--- config.mk ---
export PLATFORM = sky130hd
export DESIGN_NAME = tube_nc
export DESIGN_NICKNAME = d
export VERILOG_FILES = /design/src/rtl/tube_nc.sv
export SDC_FILE = /design/constraint.sdc
export NUM_CORES = 1
export LEC_CHECK = 0
export ABC_AREA = 0
export BUFFER_PORTS_ARGS = -buffer_cell sky130_fd_sc_hd__buf_2
export CORE_MARGIN = 8
export CORE_UTILIZATION = 50
export CTS_BUF_LIST = sky130_fd_sc_hd__clkbuf_4 sky130_fd_sc_hd__clkbuf_8
export CTS_CLUSTER_DIAMETER = 200
export DETAILED_ROUTE_END_ITERATION = 10
export PLACE_DENSITY = 0.72
export REMOVE_ABC_BUFFERS = 1
export SETUP_SLACK_MARGIN = 0.5
export SLEW_MARGIN = 20
export SYNTH_ARGS = -nofsm -noshare
export SYNTH_HDL_FRONTEND = slang
export SYNTH_SLANG_ARGS = --single-unit
--- constraint.sdc ---
create_clock -name clk -period 5.45 [get_ports clk]
set_input_delay 0.2725 -clock clk [delete_from_list [all_inputs] [get_ports clk]]
set_output_delay 0.2725 -clock clk [all_outputs]
set_load 0.01 [all_outputs]
--- src/rtl/tube_nc.sv ---
// tube_nc: elastic execution tube; the op result is computed at entry and carried through DEPTH stages.
// Latency: DEPTH cycles from input transfer to out_valid when unstalled; one entry per cycle throughput.
// Backpressure: per-stage valid/ready with bubble collapse; in_ready follows out_ready combinationally.
module tube_nc #(
    parameter int REG_WIDTH = 32,
    parameter int DEPTH     = 8,
    parameter int CNT_WIDTH = $clog2(DEPTH + 1)
) (
    input  logic                 clk,
    input  logic                 rst,
    input  logic                 flush,
    input  logic                 in_valid,
    output logic                 in_ready,
    input  logic [REG_WIDTH-1:0] in_data1,
    input  logic [REG_WIDTH-1:0] in_data2,
    input  logic [1:0]           op,
    output logic                 out_valid,
    input  logic                 out_ready,
    output logic [REG_WIDTH-1:0] out_data,
    output logic [CNT_WIDTH-1:0] occupancy
);

    typedef enum logic [1:0] {
        OP_ADD  = 2'd0,
        OP_SUB  = 2'd1,
        OP_PACK = 2'd2,
        OP_XOR  = 2'd3
    } op_e;

    logic [DEPTH-1:0]     r_vld;
    logic [REG_WIDTH-1:0] r_dat [DEPTH];
    logic [CNT_WIDTH-1:0] r_occ;

    logic [DEPTH-1:0]     w_ld;
    logic                 w_chain;
    logic [REG_WIDTH-1:0] w_result;
    logic                 w_in_xfer;
    logic                 w_out_xfer;

    // Compute the result once, at entry; later stages only carry it.
    always_comb begin
        w_result = '0;
        case (op_e'(op))
            OP_ADD:  w_result = in_data1 + in_data2;
            OP_SUB:  w_result = in_data1 - in_data2;
            OP_PACK: w_result = (in_data1 << 8) | in_data2;
            OP_XOR:  w_result = in_data1 ^ in_data2;
            default: w_result = '0;
        endcase
    end

    // Stage i loads when it is empty or its successor advances; walking from the
    // output backwards, any hole downstream lets every stage behind it move up.
    always_comb begin
        w_ld    = '0;
        w_chain = out_ready;
        for (int i = DEPTH - 1; i >= 0; i--) begin
            w_chain = w_chain | !r_vld[i];
            w_ld[i] = w_chain;
        end
    end

    assign in_ready   = w_ld[0] & !flush & rst;
    assign out_valid  = r_vld[DEPTH-1] & !flush;
    assign out_data   = r_dat[DEPTH-1];
    assign occupancy  = r_occ;
    assign w_in_xfer  = in_valid & in_ready;
    assign w_out_xfer = out_valid & out_ready;

    // Stage registers: reset clears everything, flush clears only the valid bits.
    always_ff @(posedge clk) begin
        if (!rst) begin
            r_vld <= '0;
            for (int i = 0; i < DEPTH; i++) begin
                r_dat[i] <= '0;
            end
        end else if (flush) begin
            r_vld <= '0;
        end else begin
            if (w_ld[0]) begin
                r_vld[0] <= in_valid;
                r_dat[0] <= w_result;
            end
            for (int i = 1; i < DEPTH; i++) begin
                if (w_ld[i]) begin
                    r_vld[i] <= r_vld[i-1];
                    r_dat[i] <= r_dat[i-1];
                end
            end
        end
    end

    // Occupancy tracks input minus output transfers; simultaneous ones cancel.
    always_ff @(posedge clk) begin
        if (!rst) begin
            r_occ <= '0;
        end else if (flush) begin
            r_occ <= '0;
        end else if (w_in_xfer && !w_out_xfer) begin
            r_occ <= r_occ + CNT_WIDTH'(1);
        end else if (!w_in_xfer && w_out_xfer) begin
            r_occ <= r_occ - CNT_WIDTH'(1);
        end
    end

endmodule

[Word level (Yosys, flattened, before mapping)]
Memories as Yosys holds them, arrays and structs flattened.
Index checks and enable logic that the tools add are counted.
Storage, ports and cells
  register bits after elaboration: 12
  memory bits (writable): 256
  input bits: 71
  word-level logic and storage cells: 101
  memories: 1
Operators by class
  $add $sub $neg: 4
  equal/unequal tests: 3
  muxes and demuxes: 44
  bitwise operators: 24
  reduce and logical (&&, ||, !) cells: 16
Memories
  r_dat: depth 8, width 32, read ports 8, clocked after Yosys merged registers in 0, wr ports 8, RTL line 31  | logic [REG_WIDTH-1:0] r_dat [DEPTH];
Operators by type and width (number)
  32-bit two-way mux: 8
  32-bit case mux with 4 select lines: 1
  1-bit two-way mux: 33
  32-bit adder: 1
  32-bit bitwise OR: 1
  32-bit subtractor: 1
  32-bit XOR: 1
  1-bit bitwise OR: 16
  1-bit logical NOT: 11
  4-bit two-way mux: 2
  1-bit bitwise AND: 5
  4-bit by 1-bit adder with 4-bit output (second input constant): 1
  2-bit == test (second input constant): 2
  4-bit by 1-bit subtractor with 4-bit output (second input constant): 1
  2-bit by 1-bit == test with 1-bit output (second input constant): 1
  1-bit logical AND: 2
  2-bit logical NOT: 1
  2-bit nonzero test: 1
  2-bit OR reduction: 1
  1-bit NOT: 1

[Depth between registers and ports, before layout]
Gate-level depths: netlist of run 1.
  word-level depth: 16
  depth in mapped cells: 17

[Worst setup path after synthesis of run 1]
Ideal clock, no wire load.
  path kind: register to register
  start point: register r_vld[7]
  end point: memory r_dat[0][0], enable pin
  library setup time: 0.466 ns
  arrival time: 3.387 ns
  data required time: 4.984 ns
  setup slack: 1.597 ns
  stages on the path, launching flop included: 6
  path buffers: 0
  clock period less this slack: 3.853 ns
  path through: dfxtp_1 and4b_1 and2_1 and3_1 and3_1 o21ai_0
RTL lines
  start: declaration: RTL line 30  | logic [DEPTH-1:0] r_vld;
  start signal: indexed assignment: RTL line 86  | r_vld[i] <= r_vld[i-1];
  end: declaration: RTL line 31

==> results.yml, run 1 <==
timing:
  tns_ns: 0
  slew_headroom_pct: 50.89
  slew_viol_final: 0
  hold_viol_final: 0
  tightest_slew_ns: 0.7339
  finalClockSkew_ns: 0.01296
  hold_ws_ns: 0.1047
  fmax_mhz: 255.9
  rsz0062_at_grt: "no"
  timing.final.crit_share_pct: 71.69
  setup_viol: 0
  min_period_ns: 3.907
clock_tree:
  clk_pin_slew_ns: 0.06
  clock_path_buffers: 3
  tritoncts: "yes"
  clockRootBuffer: "clkbuf_8"
  cts.sinks: 268
  cts_buffers: 40
  worst_skew_pair.late_latency_ns: 0.52
  cts_resized: 0
  htree_levels: 2
drt:
  vias: 8439
  dr.pass1.iters: 5
  vias_per_cell: 5.298
  wl_per_cell_um: 14.61
  remaining_drc_errors: 0
  ant_nets: 0
  drt_iter0_drc: 572
  wirelength_um: 23270
placed_design:
  globalplace.congestion: 0.9003
  io_buffers: 108
  dp_cells: 1520
  dp_hpwl_um: 17320
global_route:
  grt_antenna_before_repair: 0
  grt_pass1_wl_um: 38610
  globalRouteTotalUtil_pct: 14.11
  grt_pass1_vias: 8035
  grt_max_degree: 73
  grt_overflow: 0
critical_path:
  path_cells: "buf_2 -> nor4_2 -> nand3b_1 -> nand2b_1 -> or3_1 -> o21ai_0 -> xor2_1 -> ha_1 -> a21o_1 -> a31o_2 -> a221oi_1 -> o21ai_0 -> a221oi_1 -> and3_1 -> o31ai_1"
  critPathSlowestCell: "or3_1"
  cp.arrival_ns: 4.14
  cp_data_required_time_ns: 5.68
  cp-end-kind: "flop"
  cpPeakStageDelay_ns: 0.43
  critical_path_class: "input port to flop"
  cp_max_fo: 9
  crit_path_start_kind: "input port"
floorplan:
  dieArea_um2: 32640
  dieWidth_um: 180.7
  coreArea_um2: 26800
  num_rows: 60
  start_util_pct: 50.59
  io_pins: 109
  die_y_um: 180.7
pwr:
  ir_worst_vdd_uv: 177.0
  leakage_nw: 6.061
  power_mw: 4.627
  power.density_nw_per_um2: 308.1
synth:
  yosysSeqAreaShare_pct: 58.47
  synth_edf_count: 256
  synth_top_area_cell: "edfxtp_1"
  synth-main-ff-cell: "edfxtp_1"
  synth_top_area_share_pct: 56.69
  ys_types: 68
  ys_top_cells_by_area: "edfxtp_1, and2_1, ha_1"
  avgSynthCellArea_um2: 11.83
  synth_warnings: 0
  synthTopCellsByCount: "edfxtp_1, and2_1, nor2_1"
  synth_async_sr_flop_share_pct: 0
  synthesis.instances: 1146
  ys_seq_elements: 268
  yosysMostFrequentCell: "edfxtp_1"
  synthesis.area_um2: 13560
finish:
  areaGrowthSynthToFinish_pct: 10.74
  drive_gt1_share_pct: 17.09
  diodes: 0
  final_cells: 1593
  finalNetCount: 1330
job:
  max_cap_viol_count: 0
hold_path:
  hold_path.class: "input port to flop"
outcome:
  outcome: "finished, final reports clean"
==> path summary, 6_finish.rpt <==
path	from	end	slack (ns)	depth (start not counted)
min reg2reg	r_vld[5]	r_vld[6]	0.47	2
max reg2reg	r_vld[6]	occupancy[3]	2.24	14
min	out_ready	r_vld[7]	0.10	4
max	in_data2[4]	r_dat[0][30]	1.54	15
==> logic make-up (layout without fill, tap and decap cells) <==
group                      after synthesis  in the layout  synth area share [%]
and+or+nand+nor                        456            456                 19.09
DFF                                    268            268                 58.47
xor gates and xnor gates                80             80                 5.167
adders and majority gates               37             37                 3.525
AOI/OAI and AO/OA                      189            189                 9.265
buffers and inverters                  108            214                 3.885
muxes                                    8              8                0.5998
==> critical path, delay by kind of cell <==
family	cells	cell delay, ns
compound gates	7	1.76
fa+ha+maj	1	0.34
buf+inv	1	0.13
xor+xnor	1	0.18
simple gates	5	1.45
==> metal layers <==
layer	track usage, %	up-vias	wire length, um
li1	-	4252	-
met1	17.29	3861	10290
met2	23.74	281	10710
met3	3.690	45	1690
met4	5.026	0	581
met5	0	-	0
==> final cells by class <==
| type | instances | area [um^2] |
|---|---|---|
| Clock buffer | 49 | 630.6 |
| Inverter | 13 | 48.80 |
| Sequential cell | 268 | 7928 |
| Timing Repair Buffer | 129 | 700.7 |
| Fill cell | 2205 | 11790 |
| Multi-Input combinational cell | 770 | 5135 |
| Tap cell | 341 | 426.7 |
| Clock inverter | 23 | 146.4 |
==> per-stage QoR <==
step | util [%] | setup WS (ns) | area (um^2)
finish | 56.03 | 1.543 | 15020
detailed placement | 53.09 | 1.091 | 14230
CTS | 56.03 | 1.653 | 15020
global route | 56.03 | 1.262 | 15020
floorplan | - | 1.597 | 13080
global placement | 53.09 | 1.168 | 14230
==> repair_timing <==
| item | in CTS | in global routing |
|---|---|---|
| hold endpoints to repair | 1 | 0 |
| buffers inserted | 0 | 0 |
| hold buffers | 1 | 0 |
==> power by group <==
group / switching, mW / internal, mW
clock network: 0.708 / 0.820
registers: 0.0246 / 2.41
logic: 0.402 / 0.261
==> state kept, by name, summed over array words and instances, names as in the netlist <==
name,count
r_dat,256
r_vld,8
occupancy,4
==> layout by cell type (no fill, tap or decap), types with 5 or more instances in the layout <==
cell type,instances
o21ai_0,30
a21boi_0,6
clkbuf_8,42
clkinv_2,10
a211oi_1,10
or3_1,6
ha_1,35
buf_2,108
nor2b_1,5
nand2_1,54
o21ai_2,9
nand4_1,10
nor3_1,21
nor4_1,6
dfxtp_1,12
a21oi_1,48
nand3_1,13
and2_1,236
inv_1,13
clkbuf_4,7
o311ai_0,14
nor2_1,67
a221oi_1,5
edfxtp_1,256
o31ai_1,9
o21a_1,5
xor2_1,32
buf_4,20
a21o_1,15
and3_1,13
xnor2_1,48
mux2i_1,7
clkinv_1,7
Note: power is estimated with default switching activity, not from simulation.
==> run 2: changes to the inputs <==
==> constraint.sdc (replaced) <==
create_clock -name clk -period 4.1 [get_ports clk]
set_input_delay 0.205 -clock clk [delete_from_list [all_inputs] [get_ports clk]]
set_output_delay 0.205 -clock clk [all_outputs]
set_load 0.01 [all_outputs]
==> results.yml, run 2 (synthesis results as in run 1) <==
global_route:
  grt_max_degree: 73
  use_met3_pct: 3.347
  grt_overflow: 0
  globalRouteTotalUtil_pct: 13.85
  grt_pass1_wl_um: 38180
  met2_usage_pct: 23.30
  use_met1_pct: 17.15
  top_usage_layer: "met2"
  grt_antenna_before_repair: 0
  grt_pass1_vias: 8083
drt:
  drt_iter0_drc: 466
  vias_per_cell: 5.190
  ant_nets: 0
  dr.pass1.iters: 6
  wl_per_cell_um: 14.25
  vias: 8335
  remaining_drc_errors: 0
  wirelength_um: 22890
critical_path:
  cpPeakStageDelay_ns: 0.53
  cp_data_required_time_ns: 4.35
  cp_max_fo: 6
  cpMostUsedCell: "nand2_1"
  critPathSlowestCell: "or4_1"
  cp-end-kind: "flop"
  crit_path_start_kind: "input port"
  path_cells: "buf_2 -> or4_1 -> buf_4 -> nor3b_2 -> nand2_1 -> o31ai_1 -> xor2_1 -> ha_1 -> buf_4 -> and3_1 -> a221oi_1 -> nand2_1 -> nand4_1 -> a22oi_1 -> mux2i_1 -> nand2_1"
  cp.arrival_ns: 3.70
  critical_path_class: "input port to flop"
  critical_path.top_delay_family: "simple AND/OR/NAND/NOR gates"
  worstPathBufferInverterCount: 3
floorplan:
  coreArea_um2: 26800
  io_pins: 109
  die_y_um: 180.7
  start_util_pct: 50.59
  dieWidth_um: 180.7
  dieArea_um2: 32640
  num_rows: 60
clock_tree:
  clockRootBuffer: "clkbuf_8"
  tritoncts: "yes"
  clk_pin_slew_ns: 0.06
  htree_levels: 2
  cts.sinks: 268
  clock_path_buffers: 3
  cts_buffers: 40
  worst_skew_pair.late_latency_ns: 0.51
timing:
  finalClockSkew_ns: 0.01661
  hold_ws_ns: 0.1858
  setup_viol: 0
  tns_ns: 0
  min_period_ns: 3.450
  timing.final.crit_share_pct: 84.15
  hold_viol_final: 0
  rsz0062_at_grt: "yes"
  slew_viol_final: 0
  fin_ws_ns: 0.6498
  slew_headroom_pct: 50.94
  tightest_slew_ns: 0.7332
  fmax_mhz: 289.8
finish:
  areaGrowthSynthToFinish_pct: 11.72
  regMostFlops: "r_dat"
  largest_register_ffs: 256
  layout_commonest_cell: "edfxtp_1"
  finalInstanceArea_um2: 15150
  finalNetCount: 1350
  diodes: 0
  mostFrequentLayoutCells: "edfxtp_1, and2_1, buf_2"
  final_cells: 1606
  final_core_util_pct: 56.52
  drive_gt1_share_pct: 18.34
placed_design:
  post_dp_cell_area_um2: 14360
  dp_cells: 1538
  globalplace.congestion: 0.8933
  io_buffers: 108
  preCtsSetupSlack_ns: 0.04530
  dp_hpwl_um: 17280
outcome:
  outcome: "finished, final reports clean"
pwr:
  leakage_nw: 6.135
  ir_worst_vdd_uv: 208.4
  power_mw: 6.065
  power.density_nw_per_um2: 400.4
hold_path:
  hold_path.class: "input port to flop"
job:
  max_cap_viol_count: 0
[run 2: cell types whose count changed in the layout (fill, tap and decap cells not counted), moves of 2 or more]
cell      before  now
clkinv_1       7    5
clkbuf_4       7   15
a221oi_2       0    2
clkinv_2      10    2
a221oi_1       5    2
clkinv_4       2    0
buf_4         20   39
[run 2: cell type report]
cell class	instances	area, um^2
Tap cell	341	426.7
Clock buffer	56	676.9
Clock inverter	9	43.79
Inverter	13	48.80
Fill cell	2213	11650
Timing Repair Buffer	149	853.3
Sequential cell	268	7928
Multi-Input combinational cell	770	5171
[run 2: final timing paths]
kind | start | endpoint | slack [ns] | depth (start not counted)
worst max-delay path | in_data2[12] | r_dat[0][28] | 0.65 | 16
worst min-delay path | rst | r_vld[7] | 0.19 | 4
worst max register to register | r_vld[6] | occupancy[3] | 0.98 | 13
worst min register to register | r_vld[5] | r_vld[6] | 0.48 | 2
[run 2: per-layer routing]
metal | up-vias | share of wire (%)
met5 | - | 0
met4 | 0 | 2.3
met3 | 36 | 5.9
met2 | 236 | 46
met1 | 3777 | 45
li1 | 4286 | -
[run 2: tightest hold or removal path, stage by stage]
cell      delay [ns]
buf_2           0.10
nand2b_1        0.05
buf_4           0.19
nor2_1          0.10
[run 2: report_power, final]
group	switching, mW	internal [mW]
combinational	0.537	0.368
clock	0.866	1.05
sequential	0.0319	3.21
total	1.44	4.63
[run 2: repair_timing]
action / 4_1_cts / 5_1_grt
hold buffers: 2 / 0
endpoints found under the setup margin: 0 / 8
buffers inserted: 0 / 1
gates resized for setup: 0 / 5
endpoints found under the hold margin: 2 / 0
==> run 3: changes to the inputs <==
==> constraint.sdc (replaced) <==
create_clock -name clk -period 3.6 [get_ports clk]
set_input_delay 0.18 -clock clk [delete_from_list [all_inputs] [get_ports clk]]
set_output_delay 0.18 -clock clk [all_outputs]
set_load 0.01 [all_outputs]
==> results.yml, run 3 (synthesis results as in run 1) <==
outcome:
  outcome: "finished, final reports clean"
drt:
  remaining_drc_errors: 0
  vias: 8678
  wirelength_um: 23940
  ant_nets: 0
  wl_met2_um: 11330
  dr.pass1.iters: 5
  wl_per_cell_um: 14.12
  vias_per_cell: 5.120
  highest_layer: "met4"
  dr_wl_met3_um: 1142
  wl_met1_um: 10960
  drt_iter0_drc: 487
job:
  max_cap_viol_count: 0
global_route:
  grt_max_degree: 73
  grt_pass1_wl_um: 39880
  grt_antenna_before_repair: 0
  grt_pass1_vias: 8380
  grt_overflow: 0
  globalRouteTotalUtil_pct: 14.46
critical_path:
  ff2ff_setup_slack_ns: 0.73
  cp-end-kind: "flop"
  worst_r2r_endpoint: "occupancy[3]"
  cpMostUsedCell: "a221oi_2"
  crit_path_start_kind: "input port"
  cpPeakStageDelay_ns: 0.53
  rr_worst_depth: 13
  cp.arrival_ns: 3.27
  critPathSlowestCell: "or4_4"
  critical_path.top_delay_family: "compound AO/OA/AOI/OAI gates"
  path_cells: "buf_6 -> or4_4 -> or3_4 -> o21ai_2 -> xor2_1 -> ha_1 -> a21o_1 -> a31o_2 -> a221oi_2 -> buf_4 -> o21ai_4 -> a221oi_2 -> and3_1 -> o31ai_1"
  reg2reg_from: "r_vld[7]"
  critical_path_class: "input port to flop"
  cp_data_required_time_ns: 3.82
  worstPathBufferInverterCount: 2
  cp_max_fo: 3
finish:
  diodes: 0
  finalNetCount: 1437
  drive_gt1_share_pct: 26.96
  regMostFlops: "r_dat"
  finalInstanceArea_um2: 16140
  areaGrowthSynthToFinish_pct: 19.00
  mostFrequentLayoutCells: "edfxtp_1, and2_1, buf_4"
  layout_commonest_cell: "edfxtp_1"
  largest_register_ffs: 256
clock_tree:
  clk_pin_slew_ns: 0.06
  clockRootBuffer: "clkbuf_8"
  cts.sinks: 268
  worst_skew_pair.late_latency_ns: 0.49
  clock_path_buffers: 3
  cts_buffers: 40
  htree_levels: 2
  tritoncts: "yes"
floorplan:
  die_y_um: 180.7
  dieWidth_um: 180.7
  coreArea_um2: 26800
  start_util_pct: 50.59
  dieArea_um2: 32640
  num_rows: 60
  io_pins: 109
timing:
  min_period_ns: 3.047
  finalClockSkew_ns: 0.009416
  slew_viol_final: 0
  timing.final.crit_share_pct: 84.63
  rsz0062_at_grt: "yes"
  tightest_slew_ns: 0.7964
  fin_ws_ns: 0.5534
  hold_viol_final: 0
  setup_viol: 0
  tns_ns: 0
  fmax_mhz: 328.2
  slew_headroom_pct: 46.71
pwr:
  power_mw: 7.217
  power.density_nw_per_um2: 447.3
  ir_worst_vdd_uv: 220.0
  leakage_nw: 6.676
placed_design:
  dp_hpwl_um: 18000
  io_buffers: 108
  preCtsSetupSlack_ns: -0.2663
  globalplace.congestion: 0.8988
  post_dp_cell_area_um2: 14960
hold_path:
  whs_endpoint: "r_vld[0]"
  worstHoldStart: "rst"
  hold_path.class: "input port to flop"
  min_path_cells: 4
-- run 3: cell types whose count changed in the layout (fill, tap and decap cells not counted), sizes merged --
cell	previous run	this run
buf	147	234
bufinv	0	1
clkbuf	56	57
clkinv	7	9
clkinvlp	2	0
-- run 3: layer usage --
metal | track usage, % | vias up
li1 | - | 4462
met1 | 18.09 | 3966
met2 | 24.40 | 209
met3 | 3.145 | 41
met4 | 5.093 | 0
met5 | 0 | -
-- run 3: worst min-delay path, stage by stage --
cell and delay (ns):
buf_2 0.10, nand2b_1 0.06, buf_4 0.19, nor2_1 0.10
-- run 3: worst max path at each step --
| stage | startpoint | endpoint | slack, ns | depth (start not counted) |
|---|---|---|---|---|
| after detailed placement | in_data2[4] | r_dat[0][30] | -0.27 | 16 |
| after global placement | in_data2[4] | r_dat[0][29] | -0.19 | 16 |
| after floorplan | r_vld[7] | r_dat[0][0] | -0.25 | 5 |
| after CTS | in_data2[14] | r_dat[0][30] | 0.48 | 15 |
| after global routing | in_data2[4] | r_dat[0][30] | 0.43 | 16 |
| final | in_data2[11] | r_dat[0][30] | 0.55 | 14 |
-- run 3: what timing repair did --
action                     in CTS  in global routing
hold buffers                    2                  0
hold endpoints to repair        2                  0
resized for setup              20                 58
pin swaps                       5                 23
buffers inserted                3                  5
setup endpoints to repair       8                 14
-- run 3: stage by stage --
| stage | std cells | utilization, % | hold slack [ns] |
|---|---|---|---|
| after detailed placement | 1618 | 55.84 | 0.4098 |
| after global routing | 1695 | 60.21 | 0.1789 |
| after CTS | 1690 | 59.16 | 0.1404 |
| after floorplan | 1051 | - | 0.3007 |
| final | 1695 | 60.21 | 0.1721 |
| after global placement | 1618 | 55.84 | 0.4017 |
-- run 3: area by class of cell --
cell class	instances	area, um^2
tap	341	426.7
fill	2103	10670
inverter	13	48.80
clock buffer	57	684.4
clock inverter	10	65.06
multi-input combinational	770	5454
sequential	268	7928
timing repair buffer	236	1529
-- run 3: power breakdown --
part,switching (mW),internal [mW],total [mW]
Clock,0.999,1.28,2.28
Combinational,0.680,0.565,1.25
Sequential,0.0374,3.65,3.69
